`src/rtl/score_bcd_draw_pkg.sv`:
```
// Shared definitions for the score_bcd_draw block.
//   state_t    - conversion FSM state encoding
//   RGB_W      - width of an RGB444 colour word
//   sat_limit  - 10^digits, the first value that no longer fits the display
package score_bcd_draw_pkg;

    typedef enum logic [1:0] {
        ST_IDLE    = 2'd0,
        ST_CONVERT = 2'd1,
        ST_HOLD    = 2'd2
    } state_t;

    localparam int RGB_W = 12;

    function automatic logic [31:0] sat_limit(input int digits);
        logic [31:0] v;
        v = 32'd1;
        for (int i = 0; i < digits; i++) begin
            v = v * 32'd10;
        end
        return v;
    endfunction

endpackage

```
`src/rtl/score_bcd_draw_segment.sv`:
```
// Seven-segment glyph hit test for one digit cell.
// The glyph is 10 px wide and 19 px tall, 2 px strokes, origin (OX, OY) at top-left.
// Ports:
//   x, y    - current pixel coordinate
//   digit   - BCD digit to draw (10..15 draw nothing)
//   enable  - 0 suppresses the whole cell (leading-zero blanking)
//   hit     - pixel lies on a lit segment of this cell
module score_bcd_draw_segment #(
    parameter int OX = 0,
    parameter int OY = 0
) (
    input  logic [9:0] x,
    input  logic [9:0] y,
    input  logic [3:0] digit,
    input  logic       enable,
    output logic       hit
);

    // bit order {g, f, e, d, c, b, a}
    function automatic logic [6:0] seg_pattern(input logic [3:0] d);
        case (d)
            4'd0:    return 7'h3F;
            4'd1:    return 7'h06;
            4'd2:    return 7'h5B;
            4'd3:    return 7'h4F;
            4'd4:    return 7'h66;
            4'd5:    return 7'h6D;
            4'd6:    return 7'h7D;
            4'd7:    return 7'h07;
            4'd8:    return 7'h7F;
            4'd9:    return 7'h6F;
            default: return 7'h00;
        endcase
    endfunction

    function automatic logic in_box(input logic [10:0] px, input logic [10:0] py,
                                    input int x0, input int x1, input int y0, input int y1);
        return (px >= 11'(OX + x0)) && (px <= 11'(OX + x1)) &&
               (py >= 11'(OY + y0)) && (py <= 11'(OY + y1));
    endfunction

    logic [10:0] px;
    logic [10:0] py;
    logic [6:0]  on_seg;

    assign px = {1'b0, x};
    assign py = {1'b0, y};

    always_comb begin
        on_seg    = '0;
        on_seg[0] = in_box(px, py, 0, 9, 0, 1);     // a
        on_seg[1] = in_box(px, py, 8, 9, 0, 9);     // b
        on_seg[2] = in_box(px, py, 8, 9, 9, 18);    // c
        on_seg[3] = in_box(px, py, 0, 9, 17, 18);   // d
        on_seg[4] = in_box(px, py, 0, 1, 9, 18);    // e
        on_seg[5] = in_box(px, py, 0, 1, 0, 9);     // f
        on_seg[6] = in_box(px, py, 0, 9, 8, 9);     // g
    end

    assign hit = enable && |(on_seg & seg_pattern(digit));

endmodule

```
`src/rtl/score_bcd_draw.sv`:
```
// Draws a binary score as DIGITS seven-segment decimal digits.
// The score is converted to BCD with a bit-serial double dabble, held in a
// pending buffer and committed to the display only at a frame boundary.
// Ports:
//   clk, rst_n  - clock, asynchronous active-low reset
//   x, y        - current pixel coordinate
//   score       - unsigned binary score
//   frame_tick  - one-cycle pulse at frame start
//   flash       - one-cycle pulse starting a FLASH_FRAMES blink
//   isScore     - pixel is on a lit, visible segment (combinational in x, y)
//   score_rgb   - constant lit-pixel colour
//   busy        - conversion in progress
//
// state      | meaning
// -----------+------------------------------------------------------------
// ST_IDLE    | display up to date; waiting for a score change
// ST_CONVERT | shifting one score bit per cycle into the BCD register
// ST_HOLD    | result in pending buffer, waiting for frame_tick to commit
module score_bcd_draw
    import score_bcd_draw_pkg::*;
#(
    parameter int          DIGITS       = 4,
    parameter int          SCORE_W      = 14,
    parameter int          X0           = 490,
    parameter int          Y0           = 20,
    parameter int          PITCH        = 15,
    parameter logic [11:0] COLOR        = 12'h888,
    parameter bit          BLANK_LZ     = 1'b1,
    parameter int          FLASH_FRAMES = 64
) (
    input  logic               clk,
    input  logic               rst_n,
    input  logic [9:0]         x,
    input  logic [9:0]         y,
    input  logic [SCORE_W-1:0] score,
    input  logic               frame_tick,
    input  logic               flash,
    output logic               isScore,
    output logic [RGB_W-1:0]   score_rgb,
    output logic               busy
);

    localparam int          BCD_W     = DIGITS * 4;
    localparam int          CNT_W     = $clog2(SCORE_W);
    localparam int          FL_RAW    = $clog2(FLASH_FRAMES + 1);
    localparam int          FL_W      = (FL_RAW > 4) ? FL_RAW : 4;
    localparam logic [31:0] SAT_LIMIT = sat_limit(DIGITS);
    localparam logic [BCD_W-1:0] NINES = {DIGITS{4'h9}};

    state_t             state, state_nxt;
    logic [SCORE_W-1:0] score_q, last_conv, bin_sr;
    logic [BCD_W-1:0]   bcd, bcd_adj, bcd_shift, result, pend_bcd, disp_bcd, commit_val;
    logic [CNT_W-1:0]   bit_cnt;
    logic               sat, pend_flag, changed, start, commit;
    logic [FL_W-1:0]    flash_cnt;
    logic               blink;
    logic [DIGITS-1:0]  vis, hits;
    logic               seen;

    assign changed   = (score_q != last_conv);
    assign busy      = (state == ST_CONVERT);
    assign score_rgb = COLOR;

    // One double-dabble step: add 3 to every nibble >= 5, then shift in the next bit.
    always_comb begin
        bcd_adj = '0;
        for (int d = 0; d < DIGITS; d++) begin
            bcd_adj[d*4 +: 4] = (bcd[d*4 +: 4] >= 4'd5) ? bcd[d*4 +: 4] + 4'd3 : bcd[d*4 +: 4];
        end
    end

    assign bcd_shift  = {bcd_adj[BCD_W-2:0], bin_sr[SCORE_W-1]};
    assign result     = sat ? NINES : bcd_shift;
    // A commit straight out of CONVERT takes the result being formed this cycle.
    assign commit_val = (state == ST_CONVERT) ? result : pend_bcd;

    always_ff @(posedge clk or negedge rst_n) begin
        if (!rst_n) state <= ST_IDLE;
        else        state <= state_nxt;
    end

    always_comb begin
        state_nxt = state;
        start     = 1'b0;
        commit    = 1'b0;
        case (state)
            ST_IDLE: begin
                if (changed || pend_flag) begin
                    start     = 1'b1;
                    state_nxt = ST_CONVERT;
                end
            end
            ST_CONVERT: begin
                if (bit_cnt == '0) begin
                    if (frame_tick) begin
                        commit    = 1'b1;
                        state_nxt = ST_IDLE;
                    end else begin
                        state_nxt = ST_HOLD;
                    end
                end
            end
            ST_HOLD: begin
                if (frame_tick) begin
                    commit    = 1'b1;
                    state_nxt = ST_IDLE;
                end
            end
            default: state_nxt = ST_IDLE;
        endcase
    end

    always_ff @(posedge clk or negedge rst_n) begin
        if (!rst_n) begin
            score_q   <= '0;
            last_conv <= '0;
            bin_sr    <= '0;
            bcd       <= '0;
            bit_cnt   <= '0;
            sat       <= 1'b0;
            pend_flag <= 1'b0;
            pend_bcd  <= '0;
            disp_bcd  <= '0;
        end else begin
            score_q <= score;
            if (start) begin
                last_conv <= score_q;
                bin_sr    <= score_q;
                bcd       <= '0;
                bit_cnt   <= CNT_W'(SCORE_W - 1);
                sat       <= (32'(score_q) >= SAT_LIMIT);
                pend_flag <= 1'b0;
            end else begin
                if (state == ST_CONVERT) begin
                    bcd     <= bcd_shift;
                    bin_sr  <= bin_sr << 1;
                    bit_cnt <= bit_cnt - 1'b1;
                    if (bit_cnt == '0) pend_bcd <= result;
                end
                if (state != ST_IDLE && changed) pend_flag <= 1'b1;
            end
            if (commit) disp_bcd <= commit_val;
        end
    end

    // flash takes priority over the per-frame decrement so a repeat request restarts the blink
    always_ff @(posedge clk or negedge rst_n) begin
        if (!rst_n) begin
            flash_cnt <= '0;
        end else if (flash) begin
            flash_cnt <= FL_W'(FLASH_FRAMES);
        end else if (frame_tick && flash_cnt != '0) begin
            flash_cnt <= flash_cnt - 1'b1;
        end
    end

    assign blink = (flash_cnt != '0) && flash_cnt[3];

    // Cell i = 0 is the most significant digit; it lives in the top nibble of disp_bcd.
    always_comb begin
        seen = 1'b0;
        vis  = '0;
        for (int i = 0; i < DIGITS; i++) begin
            seen   = seen | (disp_bcd[(DIGITS-1-i)*4 +: 4] != 4'd0);
            vis[i] = seen || (i == DIGITS - 1) || !BLANK_LZ;
        end
    end

    for (genvar i = 0; i < DIGITS; i++) begin : g_digit
        score_bcd_draw_segment #(
            .OX(X0 + i * PITCH),
            .OY(Y0)
        ) u_segment (
            .x     (x),
            .y     (y),
            .digit (disp_bcd[(DIGITS-1-i)*4 +: 4]),
            .enable(vis[i]),
            .hit   (hits[i])
        );
    end

    assign isScore = (|hits) && !blink;

endmodule

```
`config.mk`:
```
export PLATFORM = sky130hd
export DESIGN_NAME = score_bcd_draw
export DESIGN_NICKNAME = d
export VERILOG_FILES = /design/src/rtl/score_bcd_draw_pkg.sv /design/src/rtl/score_bcd_draw_segment.sv /design/src/rtl/score_bcd_draw.sv
export SDC_FILE = /design/constraint.sdc
export NUM_CORES = 1
export LEC_CHECK = 0
export ABC_AREA = 1
export CAP_MARGIN = 20
export CORE_MARGIN = 2
export CORE_UTILIZATION = 59
export DETAILED_ROUTE_END_ITERATION = 8
export PLACE_DENSITY = 0.83
export SLEW_MARGIN = 20
export SYNTH_ARGS = -nofsm -noshare
export SYNTH_HDL_FRONTEND = slang
export SYNTH_SLANG_ARGS = --single-unit
```
`constraint.sdc`:
```
create_clock -name clk -period 3 [get_ports clk]
set_input_delay 0.9 -clock clk [delete_from_list [all_inputs] [get_ports clk]]
set_output_delay 0.9 -clock clk [all_outputs]
set_load 0.01 [all_outputs]
```
== Yosys cells after proc, flatten, opt, wreduce, memory -nomap -nowiden ==
Memory sizes are Yosys's and may differ from the RTL's.
Cells that the tools add are included.
Word-level totals
  register bits after elaboration: 105
  memory bits (read-only): 448
  input bits: 38
  output and inout bits: 14
  logic and storage cells: 181
  memories: 4
Memory list
  (name not given): depth 16, bits a word 7, read ports 1, clocked after Yosys merged registers in 0, write ports 0, line score_bcd_draw_segment.sv:21  | case (d)
  (name not given): depth 16, bits a word 7, read ports 1, clocked after Yosys merged registers in 0, write ports 0, line score_bcd_draw_segment.sv:21
  (name not given): depth 16, bits a word 7, read ports 1, clocked after Yosys merged registers in 0, write ports 0, line score_bcd_draw_segment.sv:21
  (name not given): depth 16, bits a word 7, read ports 1, clocked after Yosys merged registers in 0, write ports 0, line score_bcd_draw_segment.sv:21
Operators by class
  add/sub/neg operators: 6
  order comparisons: 28
  eq/ne operators: 6
  muxes and demuxes: 26
  bitwise logic cells: 7
  reduce and logical (&&, ||, !) cells: 93
Operators with widths (number)
  logical AND 1 bit: 75
  2-to-1 mux 16 bit: 4
  >= comparator 10 bit, second input constant: 5
  less-or-equal comparator 10 bit, second input constant: 5
  >= comparator 10 x 5 -> 1 bit, second input constant: 3
  >= comparator 10 x 9 -> 1 bit, second input constant: 3
  less-or-equal comparator 10 x 9 -> 1 bit, second input constant: 3
  bitwise AND 7 bit: 4
  2-to-1 mux 14 bit: 2
  OR reduction 7 bit: 3
  less-or-equal comparator 10 x 5 -> 1 bit, second input constant: 2
  2-to-1 mux 4 bit: 5
  >= comparator 4 x 3 -> 1 bit, second input constant: 4
  >= comparator 14 bit, second input constant: 1
  2-to-1 mux 7 bit: 2
  inequality test 14 bit: 1
  adder 4 x 2 -> 4 bit, second input constant: 3
  nonzero test 4 bit: 3
  >= comparator 10 x 6 -> 1 bit, second input constant: 1
  less-or-equal comparator 10 x 6 -> 1 bit, second input constant: 1
  OR reduction 10 bit: 1
  2-to-1 mux 2 bit: 4
  nonzero test 2 bit: 4
  nonzero test 7 bit: 1
  18 further kinds: 26

== Depth between registers and ports, before layout ==
  word-level depth: 9
  depth in mapped cells: 18

== Modules after synthesis ==
From an unflattened synthesis, not the netlist that was laid out.
Unflattened totals
  cells, all modules: 1198
  area total of the unflattened synthesis: 7907.6 sq um
Modules (own cells, without submodules)
  score_bcd_draw: times used 1, cells an instance 671, area each 5351.4 sq um
  score_bcd_draw_segment at g_digit[3].u_segment: times used 1, cells an instance 149, area each 693.2 sq um
  score_bcd_draw_segment at g_digit[2].u_segment: times used 1, cells an instance 132, area each 640.6 sq um
  score_bcd_draw_segment at g_digit[1].u_segment: times used 1, cells an instance 130, area each 614.3 sq um
  score_bcd_draw_segment at g_digit[0].u_segment: times used 1, cells an instance 116, area each 608.1 sq um

== Worst setup path after synthesis ==
Ideal clock, no wire load.
  kind: input-to-output
  start: in y[9]
  end: out isScore
  arrival: 2.136 ns
  path slack: -0.036 ns
  stages: 17
  buffers on the path: 0
  cells stage by stage: nor2_2 -> nand2_2 -> nor2_2 -> nand2_4 -> nand2_4 -> inv_2 -> nor2_4 -> nand2_1 -> nand2_1 -> nand2_1 -> nand2_1 -> nand2_1 -> nand2_1 -> nand2_1 -> nand2_1 -> nor2_1 -> nor2_1
On the way
  cells in the longest elaborated chain, start to end: 8
  elaborated cells between the ends (all ways): 75
  those cells by class: 7 x order compare; 4 x bitwise; 64 x reduce/logical
Ends and longest elaborated chain
  from (decl): line score_bcd_draw.sv:34  | input logic [9:0] y,
  >= comparator 10 x 5 -> 1 bit or >= comparator 10 x 6 -> 1 bit (tied branches): line score_bcd_draw_segment.sv:39  | (py >= 11'(OY + y0)) && (py <= 11'(OY + y1));
  logical AND 1 bit: line score_bcd_draw_segment.sv:38  | return (px >= 11'(OX + x0)) && (px <= 11'(OX + x1)) &&
  logical AND 1 bit: line score_bcd_draw_segment.sv:39
  bitwise AND 7 bit: line score_bcd_draw_segment.sv:60  | assign hit = enable && |(on_seg & seg_pattern(digit));
  OR reduction 7 bit: line score_bcd_draw_segment.sv:60
  logical AND 1 bit: line score_bcd_draw_segment.sv:60
  OR reduction 10 bit (*): line score_bcd_draw.sv:182  | assign isScore = (|hits) && !blink;
  logical AND 1 bit (*): line score_bcd_draw.sv:182
  to (decl): line score_bcd_draw.sv:38  | output logic isScore,
Mark *: on every way between the ends. The rest lies on a longest branch, timed or not.

== Worst setup path after layout ==
  start: in y[3]
  end: out isScore
The elaborated chain is that of the path after synthesis.

==> results_dict.tcl <==
set metrics [dict create \
    drv_cap 0 \
    status "complete, but fails checks" \
    drt_first_iter_violations 607 \
    synth_cell_types 36 \
    fmax_mhz 295 \
    grt_setup_unrepaired "yes" \
    slew_viol_final 0 \
    wl_per_cell_um 13.7 \
    core_mm2 0.0109 \
    synth_cells 904 \
    yosys.cell_count.top_type "nand2_1" \
    die-height_um 110 \
    nFillCells 839 \
    first_pass_iters 5 \
    cp_slowest_stage_delay_ps 240 \
    syn-cell-area_mm2 0.00663 \
    finalClockSkew_ps 20.4 \
    die_w_um 110 \
    cp_data_arrival_time_ps 2490 \
    crit_fanout 5 \
    antenna_found_initial 0 \
    path_common_cell "nand2_1" \
    synth_top_cells_by_area "dfrtp_1, nand2_1, ha_1, nand3_1, inv_1" \
    drc 0 \
    drive_above_1_share_pct 21.3 \
    synth-async-reset-ratio_pct 100 \
    cts_buffers 9 \
    worst_setup_path_end_kind "output port" \
    avgSynthCellArea_um2 7.34 \
    clk_pin_slew_ps 110 \
    synth-seq-cells 105 \
    io_buffer_count 39 \
    fin_hold_ws_ps 470 \
    ys.flop_type "dfrtp_1" \
    crit_path_start_kind "primary input" \
    synth_edf_count 0 \
    cts_sinks 105 \
    grt_usage_pct 28.2 \
    ioPinCount 52 \
    first_global_vias 5944 \
    cellLeakagePower_uw 0.00409 \
    hold_buffers 0 \
    final.period_utilization_pct 113 \
    top_layer_used "met4" \
    wl_met1_mm 6.88 \
    violations "setup timing" \
    crit_required_ps 2100 \
    wl_met3_um 792 \
    ys_seq_area_share_pct 39.6 \
    vias_per_cell 5.40 \
    root_buffer "clkbuf_8" \
    synth_commonest_cells "nand2_1, dfrtp_1, inv_1, nand3_1, nor2_1" \
    synth_top_cell_area_share_pct 39.6 \
    dieArea_mm2 0.0121 \
    initial_core_util_pct 60.9 \
    dp_hpwl_mm 11.2 \
    wl_met2_mm 7.50 \
    grt_max_degree 51 \
    std_cell_rows 38 \
    area_delta_synth_final_pct 23.0 \
    place.gp.congestion 0.915 \
    crit_chain "buf_2 -> inv_2 -> nand2_2 -> buf_6 -> a21oi_4 -> buf_6 -> a21oi_2 -> nand3_2 -> nand2_1 -> nand2_1 -> nand2_1 -> nand2_1 -> nand2_1 -> nand2_1 -> nand2_1 -> nor2_2 -> nor2_2 -> buf_2" \
    dp_cells 1125 \
    finalHoldViolCount 0 \
    h-tree-depth 3 \
    via_count 6215 \
    hp-class "primary input to asynchronous set/reset pin" \
    overflow 0 \
    ir_worst_vdd_uv 539 \
    maxSlewHeadroom_pct 54.1 \
    postRouteWirelength_mm 15.7 \
    cts_buffer_depth 2 \
    final_antenna_net_count 0 \
    worstMarginPinSlew_ps 687 \
    crit_slowest_cell "a21oi_4" \
    clk_latency_ps 400 \
    num_antenna_cells 0 \
    final-instance-count-excl-fill 1151 \
    finalCriticalPeriod_ps 3390 \
    nets 1084 \
    yosys.area.top_type "dfrtp_1" \
    grt_pass1_wl_mm 26.9 \
    worst_slack_ps -392 \
    ys_warn_count 0 \
    critPathKind "primary input to output port" \
    p_per_area_mw_per_mm2 719 \
    finalSetupViolCount 1 \
    cts_tree "done" \
]
==> power breakdown <==
part / internal [uW] / switching, uW / total (uW)
Clock: 497 / 547 / 1040
Combinational: 1020 / 1690 / 2710
Sequential: 1840 / 280 / 2120
==> layer usage <==
layer	GRT usage (%)	vias up
met2	47.4	206
met1	35.9	2854
met3	4.94	46
li1	-	3109
met5	0	-
met4	12.1	0
==> placed cells by master, fill, tap and decap left out, types with 9 or more instances in the layout <==
master             n
inv_1             93
nor3_1            10
inv_2             12
nor2_4            15
nor2_2            10
nor2_1            59
nand3_2           13
buf_6             14
clkbuf_8           9
ha_1              39
nand3_1           66
a21oi_1           28
buf_2             10
o22ai_1           11
dfrtp_1          105
o21ai_0           66
nand2_2           13
nand4_1           15
nand2_1          233
buf_4             72
conb_1            12
or2_2             13
clkdlybuf4s50_1   17
==> logic make-up (layout without fill, tap and decap cells) <==
group                      Yosys count  in the layout  share of synthesized area (%)
DFF                                105            105                           39.6
other                                2             12                          0.113
and+or+nand+nor                    457            457                           29.8
xor gates and xnor gates            11             11                           1.45
AOI/OAI and AO/OA                  144            144                           12.4
buffers and inverters              145            242                           9.15
adders and majority gates           40             40                           7.54
==> critical path: cells and delay by family <==
kind,cells,cell delay (ps)
AOI/OAI and AO/OA,2,300
buffers and inverters,5,580
and+or+nand+nor,11,710
==> path summary, 6_finish.rpt <==
check                                    startpoint  slack [ps]                       end  cells after the start
setup reg to reg               state[1]$_DFFE_PN0P_         580      state[0]$_DFFE_PN0P_                      7
hold / removal                                rst_n         470     bin_sr[3]$_DFFE_PN0P_                      1
max in group asynchronous                     rst_n        1860        bcd[5]$_DFFE_PN0P_                      2
hold reg to reg            pend_bcd[13]$_DFFE_PN0P_         490  pend_bcd[13]$_DFFE_PN0P_                      2
min in group clk           pend_bcd[13]$_DFFE_PN0P_         490  pend_bcd[13]$_DFFE_PN0P_                      2
setup / recovery                               y[3]        -390                   isScore                     18
==> through the flow <==
stage / TNS (ps) / total power, uW / area, um2 / util, % / worst slack [ps]
after global routing: -574 / 6340 / 8160 / 75.0 / -574
after detailed placement: -1230 / 4750 / 7590 / 69.7 / -1230
after global placement: -1220 / 4670 / 7590 / 69.7 / -1220
final: -392 / 5870 / 8160 / 75.0 / -392
after CTS: -329 / 5860 / 8090 / 74.3 / -329
after floorplan: 0 / 3840 / 6700 / - / 4.13
==> registers in the layout (all words and copies together) (netlist names), 2 cells and up <==
signal	cells
bcd	16
bin_sr	14
bit_cnt	4
disp_bcd	16
flash_cnt	7
last_conv	14
pend_bcd	16
score_q	14
state	2
==> repair_timing <==
action	CTS	global route
pin swaps	57	24
setup endpoints to repair	1	1
buffers inserted	9	1
resized for setup	160	20
==> cell type report <==
cell class / instances / area [um2] / share of cell area, %
Clock inverter: 7 / 119 / 1.46
Inverter: 109 / 419 / 5.14
Tap cell: 140 / 175 / 2.15
Clock buffer: 9 / 124 / 1.52
Multi-Input combinational cell: 664 / 3730 / 45.7
Timing Repair Buffer: 117 / 971 / 11.9
Sequential cell: 105 / 2630 / 32.2
Note: power is estimated with default switching activity, not from simulation.
